[config.mk]
export PLATFORM = sky130hd
export DESIGN_NAME = hazard_scoreboard
export DESIGN_NICKNAME = d
export VERILOG_FILES = /design/src/rtl/hazard_pkg.sv /design/src/rtl/hazard_port_check.sv /design/src/rtl/hazard_scoreboard.sv
export SDC_FILE = /design/constraint.sdc
export NUM_CORES = 1
export LEC_CHECK = 0
export CORE_ASPECT_RATIO = 1.5
export CORE_MARGIN = 2
export CORE_UTILIZATION = 53
export DETAILED_ROUTE_END_ITERATION = 8
export PLACE_DENSITY = 0.84
export REMOVE_ABC_BUFFERS = 1
export SLEW_MARGIN = 20
export SYNTH_ARGS = -nofsm -noshare
export SYNTH_HDL_FRONTEND = slang
export SYNTH_HIERARCHICAL = 1
export SYNTH_SLANG_ARGS = --single-unit
[constraint.sdc]
create_clock -name clk -period 2.25 [get_ports clk]
set_input_delay 0.225 -clock clk [delete_from_list [all_inputs] [get_ports clk]]
set_output_delay 0.225 -clock clk [all_outputs]
set_load 0.1 [all_outputs]
[src/rtl/hazard_pkg.sv]
// Shared types and helpers for the hazard scoreboard and its operand checkers.
package hazard_pkg;

    // Widest Tnew/Tuse the scoreboard storage can hold; narrower fields are zero-extended.
    localparam int TNEW_MAX_W = 4;

    // Forwarding select value meaning "take the operand from the register file".
    localparam int FWD_RF = 0;

    typedef struct packed {
        logic                  valid;
        logic [4:0]            addr;
        logic [TNEW_MAX_W-1:0] tnew;
    } sb_entry_t;

    // Width of a forwarding select: 0 = register file, 1..nstage = stage index + 1.
    function automatic int sel_width(input int nstage);
        return (nstage < 1) ? 1 : $clog2(nstage + 1);
    endfunction

    // Tnew counts down once per stage and parks at zero until the entry retires.
    function automatic logic [TNEW_MAX_W-1:0] tnew_dec(input logic [TNEW_MAX_W-1:0] t);
        return (t == '0) ? '0 : t - TNEW_MAX_W'(1);
    endfunction

endpackage

[src/rtl/hazard_port_check.sv]
// Youngest-match search of the scoreboard for one source operand.
module hazard_port_check
    import hazard_pkg::*;
#(
    parameter int NSTAGE = 3
) (
    input  sb_entry_t                      ent_i [NSTAGE],
    input  logic [4:0]                     reg_i,
    input  logic [TNEW_MAX_W-1:0]          tuse_i,
    output logic                           hazard_o,
    output logic [sel_width(NSTAGE)-1:0]   sel_o
);

    localparam int SEL_W = sel_width(NSTAGE);

    // Walk oldest to youngest so the lowest-index match overrides older ones.
    always_comb begin
        hazard_o = 1'b0;
        sel_o    = SEL_W'(FWD_RF);
        if (reg_i != 5'd0) begin
            for (int i = NSTAGE - 1; i >= 0; i--) begin
                if (ent_i[i].valid && (ent_i[i].addr == reg_i)) begin
                    hazard_o = (ent_i[i].tnew > tuse_i);
                    sel_o    = (ent_i[i].tnew == '0) ? SEL_W'(i + 1) : SEL_W'(FWD_RF);
                end
            end
        end
    end

endmodule

[src/rtl/hazard_scoreboard.sv]
// Scoreboard-based hazard unit: tracks in-flight GPR writes, MDU busy time and
// eret drain, and produces the D-stage stall plus per-operand forwarding selects.
module hazard_scoreboard
    import hazard_pkg::*;
#(
    parameter int NSTAGE     = 3,
    parameter int TNEW_W     = 2,
    parameter int MULT_CYC   = 5,
    parameter int DIV_CYC    = 10,
    parameter int ERET_STALL = 1
) (
    input  logic                          clk,
    input  logic                          reset,
    input  logic                          flush,
    input  logic                          d_valid,
    input  logic [4:0]                    d_rs,
    input  logic [4:0]                    d_rt,
    input  logic [TNEW_W-1:0]             d_tuse_rs,
    input  logic [TNEW_W-1:0]             d_tuse_rt,
    input  logic                          d_wr_en,
    input  logic [4:0]                    d_wr_addr,
    input  logic [TNEW_W-1:0]             d_tnew,
    input  logic                          d_md_start,
    input  logic                          d_md_is_div,
    input  logic                          d_md_access,
    input  logic                          d_eret,
    output logic                          stall,
    output logic [sel_width(NSTAGE)-1:0]  fwd_rs_sel,
    output logic [sel_width(NSTAGE)-1:0]  fwd_rt_sel,
    output logic                          md_busy,
    output logic                          md_start_e
);

    localparam int MD_MAX = (MULT_CYC > DIV_CYC) ? MULT_CYC : DIV_CYC;
    localparam int MD_W   = $clog2(MD_MAX + 1);
    localparam int ER_W   = (ERET_STALL < 1) ? 1 : $clog2(ERET_STALL + 1);

    sb_entry_t         ent_q [NSTAGE];
    sb_entry_t         ent_d [NSTAGE];
    logic [MD_W-1:0]   md_cnt_q, md_cnt_d;
    logic              md_start_e_q, md_start_e_d;
    logic [ER_W-1:0]   eret_cnt_q, eret_cnt_d;

    logic hz_rs, hz_rt;
    logic stall_md, stall_eret;
    logic md_accept;

    hazard_port_check #(.NSTAGE(NSTAGE)) u_rs_check (
        .ent_i    (ent_q),
        .reg_i    (d_rs),
        .tuse_i   (TNEW_MAX_W'(d_tuse_rs)),
        .hazard_o (hz_rs),
        .sel_o    (fwd_rs_sel)
    );

    hazard_port_check #(.NSTAGE(NSTAGE)) u_rt_check (
        .ent_i    (ent_q),
        .reg_i    (d_rt),
        .tuse_i   (TNEW_MAX_W'(d_tuse_rt)),
        .hazard_o (hz_rt),
        .sel_o    (fwd_rt_sel)
    );

    // Combine all stall sources; a flush redirect always lets D go.
    always_comb begin
        md_busy    = (md_cnt_q != '0);
        md_start_e = md_start_e_q;
        stall_md   = (d_md_access | d_md_start) & md_busy;
        stall_eret = d_eret & (eret_cnt_q < ER_W'(ERET_STALL));
        stall      = d_valid & ~flush & (hz_rs | hz_rt | stall_md | stall_eret);
        md_accept  = d_valid & d_md_start & ~stall & ~flush;
    end

    // Shift the scoreboard one stage, inserting the D writer or a bubble at E.
    always_comb begin
        ent_d[0].valid = d_valid & d_wr_en & (d_wr_addr != 5'd0) & ~stall;
        ent_d[0].addr  = d_wr_addr;
        ent_d[0].tnew  = TNEW_MAX_W'(d_tnew);
        for (int i = 1; i < NSTAGE; i++) begin
            ent_d[i]      = ent_q[i-1];
            ent_d[i].tnew = tnew_dec(ent_q[i-1].tnew);
        end
        if (flush) begin
            for (int i = 0; i < NSTAGE; i++) begin
                ent_d[i].valid = 1'b0;
            end
        end
    end

    // MDU busy countdown; loads when the MDU op leaves D, otherwise counts to zero.
    always_comb begin
        md_start_e_d = md_accept;
        if (md_accept) begin
            md_cnt_d = d_md_is_div ? MD_W'(DIV_CYC) : MD_W'(MULT_CYC);
        end else if (md_cnt_q != '0) begin
            md_cnt_d = md_cnt_q - MD_W'(1);
        end else begin
            md_cnt_d = '0;
        end
    end

    // Eret hold counter: counts held cycles, clears as soon as D advances or is flushed.
    always_comb begin
        if (flush) begin
            eret_cnt_d = '0;
        end else if (d_valid & d_eret & stall) begin
            eret_cnt_d = (eret_cnt_q == ER_W'(ERET_STALL)) ? eret_cnt_q : eret_cnt_q + ER_W'(1);
        end else begin
            eret_cnt_d = '0;
        end
    end

    // Scoreboard registers; only the valid bits need clearing on reset.
    always_ff @(posedge clk) begin
        for (int i = 0; i < NSTAGE; i++) begin
            ent_q[i] <= ent_d[i];
            if (reset) begin
                ent_q[i].valid <= 1'b0;
            end
        end
    end

    // MDU and eret control registers.
    always_ff @(posedge clk) begin
        if (reset) begin
            md_cnt_q     <= '0;
            md_start_e_q <= 1'b0;
            eret_cnt_q   <= '0;
        end else begin
            md_cnt_q     <= md_cnt_d;
            md_start_e_q <= md_start_e_d;
            eret_cnt_q   <= eret_cnt_d;
        end
    end

endmodule

==> flow_summary.html <==
<table>
<tr><th>Metric</th><th>Value</th></tr>
<tr><th colspan="2">Status</th></tr>
<tr><td>Run status</td><td>finished, violations left</td></tr>
<tr><td>Violations in the final reports</td><td>setup timing</td></tr>
<tr><th colspan="2">Critical path</th></tr>
<tr><td>Classification of the worst setup path</td><td>flip-flop to primary output</td></tr>
<tr><td>Data arrival at the endpoint of the critical path</td><td>2.36 ns</td></tr>
<tr><td>R2r setup slk</td><td>0.05 ns</td></tr>
<tr><td>Maximum fanout along the worst path</td><td>3</td></tr>
<tr><td>Data required time at the worst endpoint</td><td>2.03 ns</td></tr>
<tr><td>Worst Setup EP</td><td>stall</td></tr>
<tr><td>Cell count of the worst reg-to-reg path</td><td>9</td></tr>
<tr><td>Startpoint types</td><td>flip-flop</td></tr>
<tr><td>Start point of the critical path</td><td>ent_d[17]</td></tr>
<tr><td>Reg-to-reg startpoint</td><td>ent_d[17]</td></tr>
<tr><td>Critical path capture point type</td><td>primary output</td></tr>
<tr><td>Reg-to-Reg End</td><td>md_cnt_q[1]</td></tr>
<tr><th colspan="2">Die</th></tr>
<tr><td>Number of rows created at floorplan</td><td>28</td></tr>
<tr><td>Area of the core</td><td>3920 µm²</td></tr>
<tr><td>Initial standard-cell utilization of the core</td><td>54.7%</td></tr>
<tr><td>Total die area</td><td>4580 µm²</td></tr>
<tr><td>Boundary pin count</td><td>37</td></tr>
<tr><td>DIE HEIGHT</td><td>81.9 µm</td></tr>
<tr><td>Die Width</td><td>56.0 µm</td></tr>
<tr><th colspan="2">GRT</th></tr>
<tr><td>Total grt overflow</td><td>0</td></tr>
<tr><td>Initial antenna violation count</td><td>0</td></tr>
<tr><td>Number of global-route vias before repair</td><td>2062</td></tr>
<tr><td>All-Layer GR Usage</td><td>26.4%</td></tr>
<tr><td>Largest net degree at the start of global routing</td><td>11</td></tr>
<tr><td>Global-route wire length before repair</td><td>9120 µm</td></tr>
<tr><th colspan="2">Timing</th></tr>
<tr><td>Tmin final</td><td>2.59 ns</td></tr>
<tr><td>Rel. slew slack</td><td>63.0%</td></tr>
<tr><td>Worst Tran Pin Value</td><td>0.550 ns</td></tr>
<tr><td>Setup skew after layout</td><td>0.0186 ns</td></tr>
<tr><td>Worst path setup slack after routing</td><td>-0.338 ns</td></tr>
<tr><td>Number of setup violations in the final report</td><td>3</td></tr>
<tr><td>Total count of hold-check failures in the final report</td><td>0</td></tr>
<tr><td>Pins Over Slew Limit</td><td>0</td></tr>
<tr><td>Tightest hold margin</td><td>0.360 ns</td></tr>
<tr><td>Final period util</td><td>115%</td></tr>
<tr><td>Achievable Freq</td><td>386 MHz</td></tr>
<tr><td>Sum Neg Setup Slack</td><td>-0.356 ns</td></tr>
<tr><td>Unrepaired setup endpoints after global routing</td><td>true</td></tr>
<tr><th colspan="2">Clocking</th></tr>
<tr><td>Number of buffers created by CTS</td><td>5</td></tr>
<tr><td>Clock latency reported for the late side of the worst-skew pair</td><td>0.30 ns</td></tr>
<tr><td>Register clock-pin slew on the reported worst setup and hold paths</td><td>0.09 ns</td></tr>
<tr><td>CTS Buffer Depth</td><td>2</td></tr>
<tr><td>H-tree level count</td><td>2</td></tr>
<tr><td>Hold buffers post-CTS</td><td>0</td></tr>
<tr><td>Library cell used as clock root buffer</td><td>clkbuf_8</td></tr>
<tr><td>Sinks on the clock net</td><td>33</td></tr>
<tr><td>TritonCTS clock tree</td><td>done</td></tr>
<tr><th colspan="2">Placement</th></tr>
<tr><td>Total half-perimeter wirelength after legalization and detailed placement</td><td>4240 µm</td></tr>
<tr><td>Placer congestion estimate</td><td>0.866</td></tr>
<tr><td>Port Buf Inserts</td><td>36</td></tr>
<tr><td>Worst slack at placement</td><td>-0.467 ns</td></tr>
<tr><th colspan="2">Finish</th></tr>
<tr><td>Count of antenna diodes in the layout</td><td>0</td></tr>
<tr><td>Fraction of final layout cells with drive strength greater than 1</td><td>31.4%</td></tr>
<tr><td>P&amp;R area growth vs syn</td><td>46.6%</td></tr>
<tr><td>Filler cell count</td><td>241</td></tr>
<tr><td>Final Net Count</td><td>369</td></tr>
<tr><th colspan="2">Detailed routing</th></tr>
<tr><td>Routed wire per std cell</td><td>16.9 µm</td></tr>
<tr><td>Number of vias per cell</td><td>5.62</td></tr>
<tr><td>Vias after detailed routing</td><td>2005</td></tr>
<tr><td>Detail Route Antenna Nets</td><td>0</td></tr>
<tr><td>First-pass iteration count of the detailed router</td><td>5</td></tr>
<tr><td>DRT Wirelength</td><td>6050 µm</td></tr>
<tr><td>Count of unresolved DRC violations after routing</td><td>0</td></tr>
<tr><td>Starting DRT DRC Count</td><td>84</td></tr>
<tr><th colspan="2">Synthesis</th></tr>
<tr><td>Post-Synthesis Mean Instance Area</td><td>9.21 µm²</td></tr>
<tr><td>Most area-hungry cell type in the Yosys netlist</td><td>dfxtp_1</td></tr>
<tr><td>Synth warn</td><td>6</td></tr>
<tr><td>Unique masters post-synth</td><td>42</td></tr>
<tr><td>Synthesized instance count</td><td>233</td></tr>
<tr><td>Sequential fraction of the synthesis area</td><td>30.8%</td></tr>
<tr><td>Synth area leaders</td><td>dfxtp_1, ha_1, xnor2_1</td></tr>
<tr><td>Area fraction of the dominant cell type after synthesis</td><td>30.8%</td></tr>
<tr><td>#FFs+latches synth</td><td>33</td></tr>
<tr><td>Cell area after synthesis</td><td>2150 µm²</td></tr>
<tr><th colspan="2">Power</th></tr>
<tr><td>Largest voltage drop on the vdd net</td><td>0.000576 V</td></tr>
<tr><td>Leakage power</td><td>1.28 nW</td></tr>
<tr><td>Cell area power density</td><td>512 nW/µm²</td></tr>
<tr><th colspan="2">Run</th></tr>
<tr><td>Max-Cap Viols</td><td>0</td></tr>
<tr><th colspan="2">Hold path</th></tr>
<tr><td>Path class of the lowest-slack min-delay path</td><td>flip-flop to flip-flop</td></tr>
</table>
metrics by stage:
step	cell area [µm²]	total power, W	instances	utilization (%)
floorplan	2170	0.000883	242	-
global placement	2810	0.00103	347	71.7
global route	3150	0.00168	357	80.2
CTS	3110	0.00158	359	79.1
detailed placement	2810	0.00104	347	71.7
finish	3150	0.00161	357	80.2
placed cells by master (no fill, tap or decap), types with 5 or more instances in the layout:
master	synthesis	final
ha_1	28	20
inv_1	17	15
buf_4	2	26
nor2b_1	6	6
dfxtp_1	33	21
clkbuf_8	0	7
xnor2_1	18	16
dfxtp_2	0	8
nand2_1	9	8
a21oi_1	17	9
ha_4	0	8
nand4_1	6	6
nor4_1	8	6
o211ai_1	5	5
buf_12	0	5
dlygate4sd2_1	0	14
a21oi_2	0	7
nor2_1	15	12
nand2b_1	5	5
clkdlybuf4s50_1	0	15
xor2_1	12	10
conb_1	1	12
sequential cells by signal, summed over array words and instances, names as in the netlist:
| signal | cells |
|---|---|
| ent_d | 10 |
| md_cnt_q | 4 |
| ent_q | 17 |
| md_start_e | 1 |
| eret_cnt_q | 1 |
logic make-up after synthesis:
| logic type | share of synthesized area [%] |
|---|---|
| buffers and inverters | 3.67 |
| other | 0.175 |
| flip-flops | 30.8 |
| XOR/XNOR | 12.2 |
| AO/OA/AOI/OAI | 13.1 |
| adder cells (fa/ha/maj) | 16.3 |
| AND/OR/NAND/NOR | 23.2 |
| multiplexers | 0.466 |
final cells by class:
class	count	area (µm²)	share of cell area (%)
Multi-Input combinational cell	192	1650	52.4
Sequential cell	33	686	21.8
Timing Repair Buffer	62	591	18.8
Clock buffer	7	96.3	3.06
Inverter	17	63.8	2.03
Tap cell	45	56.3	1.79
Clock inverter	1	5.00	0.159
routing by layer:
layer | GRT usage (%) | part of all wire [%]
met3 | 4.57 | 4.5
met4 | 19.5 | 7.0
met2 | 52.9 | 54
met5 | 0 | 0
met1 | 23.3 | 34
synth_stat cells, drive strengths merged:
cell,instances
nand3b,1
o31ai,1
xnor2,18
nand4,6
and3b,1
nor4b,1
o32ai,1
and2,2
nor2b,6
nor2,15
o211ai,5
xor2,12
nand2b,5
ha,28
and4,6
nand2,9
or3,1
nor4,9
o22ai,4
o21ai,5
inv,17
nand3,6
or4,3
o21a,3
a211oi,2
a22oi,2
conb,1
buf,2
a21oi,17
nor3,4
or2,2
dfxtp,33
mux2i,1
nor3b,3
and3,1
how the worst min path moves through the flow:
stage | startpoint | end | slack (ns) | cells past startpoint
2_1_floorplan | d_wr_addr[0] | ent_d[14] | 0.25 | 0
6_report | ent_d[15] | ent_d[5] | 0.36 | 0
5_1_grt | ent_d[15] | ent_d[5] | 0.37 | 0
3_5_place_dp | ent_d[5] | ent_q[5] | 0.38 | 0
3_3_place_gp | ent_d[15] | ent_d[5] | 0.38 | 0
4_1_cts | d_tnew[1] | ent_q[21] | 0.37 | 1
worst max-delay path, cell delays in order (launching register included):
cell      delay (ns)
dfxtp_1         0.35
xor2_1          0.17
nor4_2          0.38
nand3_1         0.19
o22ai_1         0.23
a21oi_2         0.06
nor2_2          0.16
o211ai_1        0.13
and3b_2         0.24
buf_12          0.16
power breakdown:
group	total, W	switching [W]	internal (W)
clock	0.000512	0.000235	0.000277
sequential	0.000671	0.0000495	0.000622
combinational	0.000427	0.000214	0.000213
timing repair:
action | CTS | global route
setup buffers | 4 | 0
endpoints found under the setup margin | 6 | 5
pin swaps | 28 | 12
hold endpoints to repair | 0 | 0
gates resized for setup | 52 | 15
Power figures use the tool's default switching activity.
